==> src/rtl/hazard_ctrl_unit.sv <==
// Pipeline hazard controller: load-use scoreboard, MDU stall, redirect flush.
// Optional performance counters are enabled by defining HAZ_PERF_CNT_EN.
module hazard_ctrl_unit #(
    parameter int REG_AW   = 5,
    parameter int LOAD_LAT = 1,
    parameter int CNT_W    = 32
) (
    input  logic              clk,
    input  logic              rst,
    input  logic [REG_AW-1:0] rs_id,
    input  logic [REG_AW-1:0] rt_id,
    input  logic              rs_used_id,
    input  logic              rt_used_id,
    input  logic              ex_valid,
    input  logic              ex_memrd,
    input  logic [REG_AW-1:0] ex_wr_addr,
    input  logic              redirect_ex,
    input  logic              mdu_busy,
    output logic              pc_we,
    output logic              ifid_we,
    output logic              idex_bubble,
    output logic              ifid_flush,
    output logic [1:0]        stall_state
`ifdef HAZ_PERF_CNT_EN
    ,
    output logic [CNT_W-1:0]  ld_stall_cnt,
    output logic [CNT_W-1:0]  mdu_stall_cnt,
    output logic [CNT_W-1:0]  flush_cnt
`endif
);

    // With LOAD_LAT=1 a single entry is kept that never becomes valid.
    localparam int SB_N = (LOAD_LAT > 1) ? LOAD_LAT - 1 : 1;
    localparam logic SB_EN = (LOAD_LAT > 1);

    typedef enum logic [1:0] {
        RUN       = 2'd0,
        STALL_LD  = 2'd1,
        STALL_MDU = 2'd2,
        FLUSH     = 2'd3
    } state_e;

    state_e            state_q, state_d;
    logic              sb_vld_q  [SB_N];
    logic              sb_vld_d  [SB_N];
    logic [REG_AW-1:0] sb_addr_q [SB_N];
    logic [REG_AW-1:0] sb_addr_d [SB_N];

    logic ex_load;
    logic rs_hit;
    logic rt_hit;
    logic rs_match;
    logic rt_match;
    logic ld_haz;
    logic sel_flush;
    logic sel_ld;
    logic sel_mdu;

    always_comb begin
        ex_load = ex_valid & ex_memrd;

        rs_hit = ex_load && (ex_wr_addr == rs_id);
        rt_hit = ex_load && (ex_wr_addr == rt_id);
        for (int i = 0; i < SB_N; i++) begin
            rs_hit = rs_hit | (sb_vld_q[i] && (sb_addr_q[i] == rs_id));
            rt_hit = rt_hit | (sb_vld_q[i] && (sb_addr_q[i] == rt_id));
        end
        rs_match = rs_used_id && (rs_id != '0) && rs_hit;
        rt_match = rt_used_id && (rt_id != '0) && rt_hit;
        ld_haz   = rs_match | rt_match;

        sel_flush = redirect_ex;
        sel_ld    = !redirect_ex && ld_haz;
        sel_mdu   = !redirect_ex && !ld_haz && mdu_busy;

        // Scoreboard shifts every cycle, independent of stall or flush.
        sb_vld_d[0]  = SB_EN && ex_load && (ex_wr_addr != '0);
        sb_addr_d[0] = ex_wr_addr;
        for (int i = 1; i < SB_N; i++) begin
            sb_vld_d[i]  = sb_vld_q[i-1];
            sb_addr_d[i] = sb_addr_q[i-1];
        end

        if (sel_flush) begin
            state_d = FLUSH;
        end else if (sel_ld) begin
            state_d = STALL_LD;
        end else if (sel_mdu) begin
            state_d = STALL_MDU;
        end else begin
            state_d = RUN;
        end

        pc_we       = 1'b1;
        ifid_we     = 1'b1;
        idex_bubble = 1'b0;
        ifid_flush  = 1'b0;
        if (!rst) begin
            if (sel_flush) begin
                idex_bubble = 1'b1;
                ifid_flush  = 1'b1;
            end else if (sel_ld || sel_mdu) begin
                pc_we       = 1'b0;
                ifid_we     = 1'b0;
                idex_bubble = 1'b1;
            end
        end
    end

    always_ff @(posedge clk or posedge rst) begin
        if (rst) begin
            state_q <= RUN;
            for (int i = 0; i < SB_N; i++) begin
                sb_vld_q[i]  <= 1'b0;
                sb_addr_q[i] <= '0;
            end
        end else begin
            state_q <= state_d;
            for (int i = 0; i < SB_N; i++) begin
                sb_vld_q[i]  <= sb_vld_d[i];
                sb_addr_q[i] <= sb_addr_d[i];
            end
        end
    end

    assign stall_state = state_q;

`ifdef HAZ_PERF_CNT_EN
    logic [CNT_W-1:0] ld_stall_cnt_q, ld_stall_cnt_d;
    logic [CNT_W-1:0] mdu_stall_cnt_q, mdu_stall_cnt_d;
    logic [CNT_W-1:0] flush_cnt_q, flush_cnt_d;

    // Saturating counters; they hold at all-ones rather than wrapping.
    always_comb begin
        ld_stall_cnt_d  = ld_stall_cnt_q;
        mdu_stall_cnt_d = mdu_stall_cnt_q;
        flush_cnt_d     = flush_cnt_q;
        if (sel_ld && (ld_stall_cnt_q != '1)) begin
            ld_stall_cnt_d = ld_stall_cnt_q + 1'b1;
        end
        if (sel_mdu && (mdu_stall_cnt_q != '1)) begin
            mdu_stall_cnt_d = mdu_stall_cnt_q + 1'b1;
        end
        if (sel_flush && (flush_cnt_q != '1)) begin
            flush_cnt_d = flush_cnt_q + 1'b1;
        end
    end

    always_ff @(posedge clk or posedge rst) begin
        if (rst) begin
            ld_stall_cnt_q  <= '0;
            mdu_stall_cnt_q <= '0;
            flush_cnt_q     <= '0;
        end else begin
            ld_stall_cnt_q  <= ld_stall_cnt_d;
            mdu_stall_cnt_q <= mdu_stall_cnt_d;
            flush_cnt_q     <= flush_cnt_d;
        end
    end

    assign ld_stall_cnt  = ld_stall_cnt_q;
    assign mdu_stall_cnt = mdu_stall_cnt_q;
    assign flush_cnt     = flush_cnt_q;
`endif

endmodule

==> config.mk <==
export PLATFORM = sky130hd
export DESIGN_NAME = hazard_ctrl_unit
export DESIGN_NICKNAME = d
export VERILOG_FILES = /design/src/rtl/hazard_ctrl_unit.sv
export SDC_FILE = /design/constraint.sdc
export NUM_CORES = 1
export LEC_CHECK = 0
export CORE_AREA = 3 3 40 42
export DETAILED_ROUTE_END_ITERATION = 16
export DIE_AREA = 0 0 43 45
export GPL_TIMING_DRIVEN = 0
export REMOVE_ABC_BUFFERS = 1
export SYNTH_ARGS = -nofsm -noshare
export SYNTH_HDL_FRONTEND = slang
export SYNTH_SLANG_ARGS = --single-unit
==> constraint.sdc <==
create_clock -name clk -period 3.3 [get_ports clk]
set_input_delay 0.825 -clock clk [delete_from_list [all_inputs] [get_ports clk]]
set_output_delay 0.825 -clock clk [all_outputs]
set_load 0.02 [all_outputs]
== Yosys cells after proc, flatten, opt, wreduce, memory -nomap -nowiden ==
Index checks and enable logic that the tools add are counted.
Storage, ports and cells
  register bits after elaboration: 2
  input bits: 23
  output and inout bits: 6
  word-level logic and storage cells: 30
Operators by class
  equal/unequal tests: 2
  muxes and demuxes: 11
  bitwise gates (word level): 2
  reduce and logical (&&, ||, !) cells: 14
Operators with widths (number)
  5-bit equality test: 2
  5-bit nonzero test: 2
  1-bit logical AND: 9
  1-bit two-way mux: 8
  2-bit two-way mux: 3
  1-bit zero test: 2
  1-bit bitwise AND: 1
  1-bit logical OR: 1
  1-bit bitwise OR: 1

== Depth between registers and ports, before layout ==
Gate-level depths: netlist (run 1).
  depth in word-level cells: 11
  mapped depth: 5
  mapped depth without buffers: 4

== Worst setup path after synthesis (run 1) ==
Ideal clock, no wire load.
  path kind: input-to-output
  from: in ex_wr_addr[2]
  to: out pc_we
  arrival: 1.985 ns
  data required time: 2.475 ns
  setup slack: 0.490 ns
  stages on the path: 5
  buffers on the path: 1
  cell sequence: xnor2_1 -> nand3_1 -> a211o_1 -> a311o_1 -> buf_4
On the way
  longest elaborated chain between the ends: 11
  elaborated cells on any way between the ends: 15
  those cells by class: 2 x eq/ne; 3 x mux; 1 x bitwise; 9 x reduce/logical
RTL lines
  start, declared: RTL line 16  | input logic [REG_AW-1:0] ex_wr_addr,
  5-bit equality test, on equally long branches: RTL line 62, 63
  1-bit logical AND, on equally long branches: RTL line 62, 63
  1-bit logical AND, on equally long branches: RTL line 68, 69
  1-bit bitwise OR *: RTL line 70  | ld_haz = rs_match | rt_match;
  1-bit zero test: RTL line 74  | sel_mdu = !redirect_ex && !ld_haz && mdu_busy;
  1-bit logical AND (2 in series): RTL line 74
  1-bit logical OR *: RTL line 102  | end else if (sel_ld || sel_mdu) begin
  1-bit two-way mux * (3 in series)
  end, declared: RTL line 19  | output logic pc_we,
Mark *: on every way between the ends. The rest lies on a longest branch, timed or not.

== Final worst setup path (run 1) ==
  from: in rt_id[3]
  to: out idex_bubble
On the way
  longest elaborated chain between the ends: 11
  elaborated cells on any way between the ends: 14
  those cells by class: 1 x eq/ne; 3 x mux; 1 x bitwise; 9 x reduce/logical
RTL lines
  start, declared: RTL line 11  | input logic [REG_AW-1:0] rt_id,
  5-bit equality test / 5-bit nonzero test (equally long branches): RTL line 63, 69
  1-bit logical AND, on equally long branches: RTL line 63, 69
  1-bit logical AND *: RTL line 69  | rt_match = rt_used_id && (rt_id != '0) && rt_hit;
  1-bit bitwise OR *: RTL line 70
  1-bit zero test: RTL line 74
  1-bit logical AND (2 in series): RTL line 74
  1-bit logical OR *: RTL line 102
  1-bit two-way mux *: RTL line 102
  1-bit two-way mux *: RTL line 99  | if (sel_flush) begin
  1-bit two-way mux *: RTL line 98  | if (!rst) begin
  end, declared: RTL line 21  | output logic idex_bubble,
Marks and branches as above.

==> results of run 1 <==
repair_timing:
action,4_1_cts,5_1_grt
buffers inserted,0,1
pin swaps,0,4
gates cloned,0,0
gates resized for setup,11,2
endpoints found under the setup margin,3,3
power by group:
| group | internal [mW] | switching, mW |
|---|---|---|
| Sequential | 0.0260 | 0.000249 |
| Combinational | 0.0372 | 0.0221 |
| Clock | 0.0403 | 0.0151 |
placed cells by master, fill, tap and decap left out:
cell type	n
inv_1	2
nand2_1	2
o41ai_1	2
clkdlybuf4s15_1	1
dlygate4sd2_1	2
xnor2_1	8
a311o_1	1
clkbuf_4	3
buf_4	1
nor2_1	3
nand3b_1	1
nand4_1	2
buf_2	2
dfrtp_1	2
a31oi_1	1
nor2b_1	1
dlymetal6s2s_1	1
clkdlybuf4s50_1	22
a211o_1	2
a31o_2	1
nand3_1	2
worst paths after layout:
check,from,end,cells past startpoint
max,rt_id[3],idex_bubble,6
min,rst,stall_state[1]$_DFF_PP0_,2
max in group asynchronous,rst,stall_state[0]$_DFF_PP0_,2
min in group clk,ex_wr_addr[3],stall_state[0]$_DFF_PP0_,5
worst max-delay path: stages:
cell             delay [ns]
clkdlybuf4s50_1        0.51
xnor2_1                0.12
nand4_1                0.13
a211o_1                0.33
a31oi_1                0.18
clkdlybuf4s15_1        0.32
cells by family (layout without fill, tap and decap cells):
kind of cell,Yosys count,count (layout),synth area share [%]
AND/OR/NAND/NOR,11,11,22.0
XOR/XNOR,8,8,28.0
AO/OA/AOI/OAI,7,7,24.0
flip-flops,2,2,20.0
buffers and inverters,3,34,6.00
metal layers:
metal / global-route usage, % / vias up / wire length [um] / part of all wire (%)
li1: - / 177 / - / -
met2: 14.1 / 16 / 394 / 45
met1: 12.2 / 150 / 408 / 47
met4: 5.42 / 0 / 0 / 0
met5: 0 / - / 0 / 0
met3: 3.19 / 0 / 73 / 8.3
through the flow:
stage,setup slack (ns),total power [mW]
2_1_floorplan,0.621,0.0474
3_3_place_gp,-0.352,0.0884
3_5_place_dp,-0.363,0.0883
4_1_cts,0.0385,0.144
5_1_grt,-0.00127,0.151
6_report,0.0510,0.141
area by class of cell:
class	count	area (um^2)
fill	138	723
timing repair buffer	29	278
multi-input combinational	26	185
sequential	2	50.0
clock buffer	3	22.5
tap	15	18.8
inverter	2	7.51
==> impl_metrics.yaml, run 1 <==
die:
  die_x_um: 43
  fp.dieH_um: 45
  pin_count: 29
  core-area_um2: 1280
  rows: 13
  dieArea_um2: 1940
  initial_core_util_pct: 19.5
detailed_routing:
  dr.pass1.iters: 4
  post-route-drc-count: 0
  viasPerCell: 4.45
  drtIter0Drc: 6
  wl_per_cell_um: 11.4
  vias: 343
  routed_wl_um: 876
  final_antenna_net_count: 0
status:
  outcome: "complete, no violations"
final_layout:
  final_design_area_no_fill_um2: 562
  fin_util_pct: 43.7
  syn2layout_area_growth_pct: 125
  final_cells: 77
  fin_nets: 87
  drive_above_1_share_pct: 11.3
  largest_reg_flops: 2
  n_antenna_cell: 0
yosys:
  synth_edf_count: 0
  ys_seq_elements: 2
  synth_warnings: 0
  yosysTopAreaCell: "xnor2_1"
  synthesis.area_um2: 250
  syn_inst: 31
  synth.lib_cells_used.distinct: 15
  ys.flop_type: "dfrtp_1"
  synth.area.top_cells: "xnor2_1 28%, dfrtp_1 20%, a211o_1 7.0%"
  yosysSeqAreaShare_pct: 20.0
  synth.most_common_cell: "xnor2_1"
  syn_area_per_cell_um2: 8.07
  synth_top_area_share_pct: 28.0
  async_flop_share_pct: 100
  synth_common_cells: "8 x xnor2_1, 3 x nor2_1"
place:
  placed_cells: 73
  hpwl_um: 723
  place_area_um2: 542
  numPortBuffers: 28
  gp_congestion: 0.700
pwr:
  p_leak_nw: 0.214
  ir_worst_vdd_mv: 0.0858
  power.density_nw_per_um2: 251
clock_tree:
  cts_buffers: 3
  cts.sinks: 2
  cts_max_path_buffers: 2
  postCtsHoldBufs: 0
  cts_root_buffer: "clkbuf_4"
  clkTransAtPathRegs_ns: 0.03
  cts_tree: "built"
  htreeDepth: 1
critical_path:
  startpoint_type: "input pin"
  required_ns: 2.47
  worstPathMaxFanout: 4
  cp-end-kind: "output pin"
  critPathKind: "in2out"
  crit_arrival_ns: 2.42
global_route:
  grt-ovfl-total: 0
  grt_pass1_vias: 340
  grtUsageTotal_pct: 9.56
  antenna_found_initial: 0
  grt_pass1_wl_um: 1370
  grt_max_degree: 6
timing:
  whs_ns: 0.860
  min_period_ns: 3.25
  fmax_ghz: 0.308
  final_hold_viol_count: 0
  finalSetupViolations: 0
  relSlewSlack_pct: 81.1
  period_share_pct: 98.5
  finalSetupTns_ns: 0
  tightest_slew_ns: 0.280
  report.final.slew_viol_count: 0
job:
  maxCapViolCount: 0
worst_hold_path:
  hp-class: "in2async"
(Power assumes the default switching activity.)
==> run 2: changes to the inputs <==
CAP_MARGIN = 20   (was not set)
==> results of run 2 <==
Final layout, timing and power as in run 1 (identical DEF).
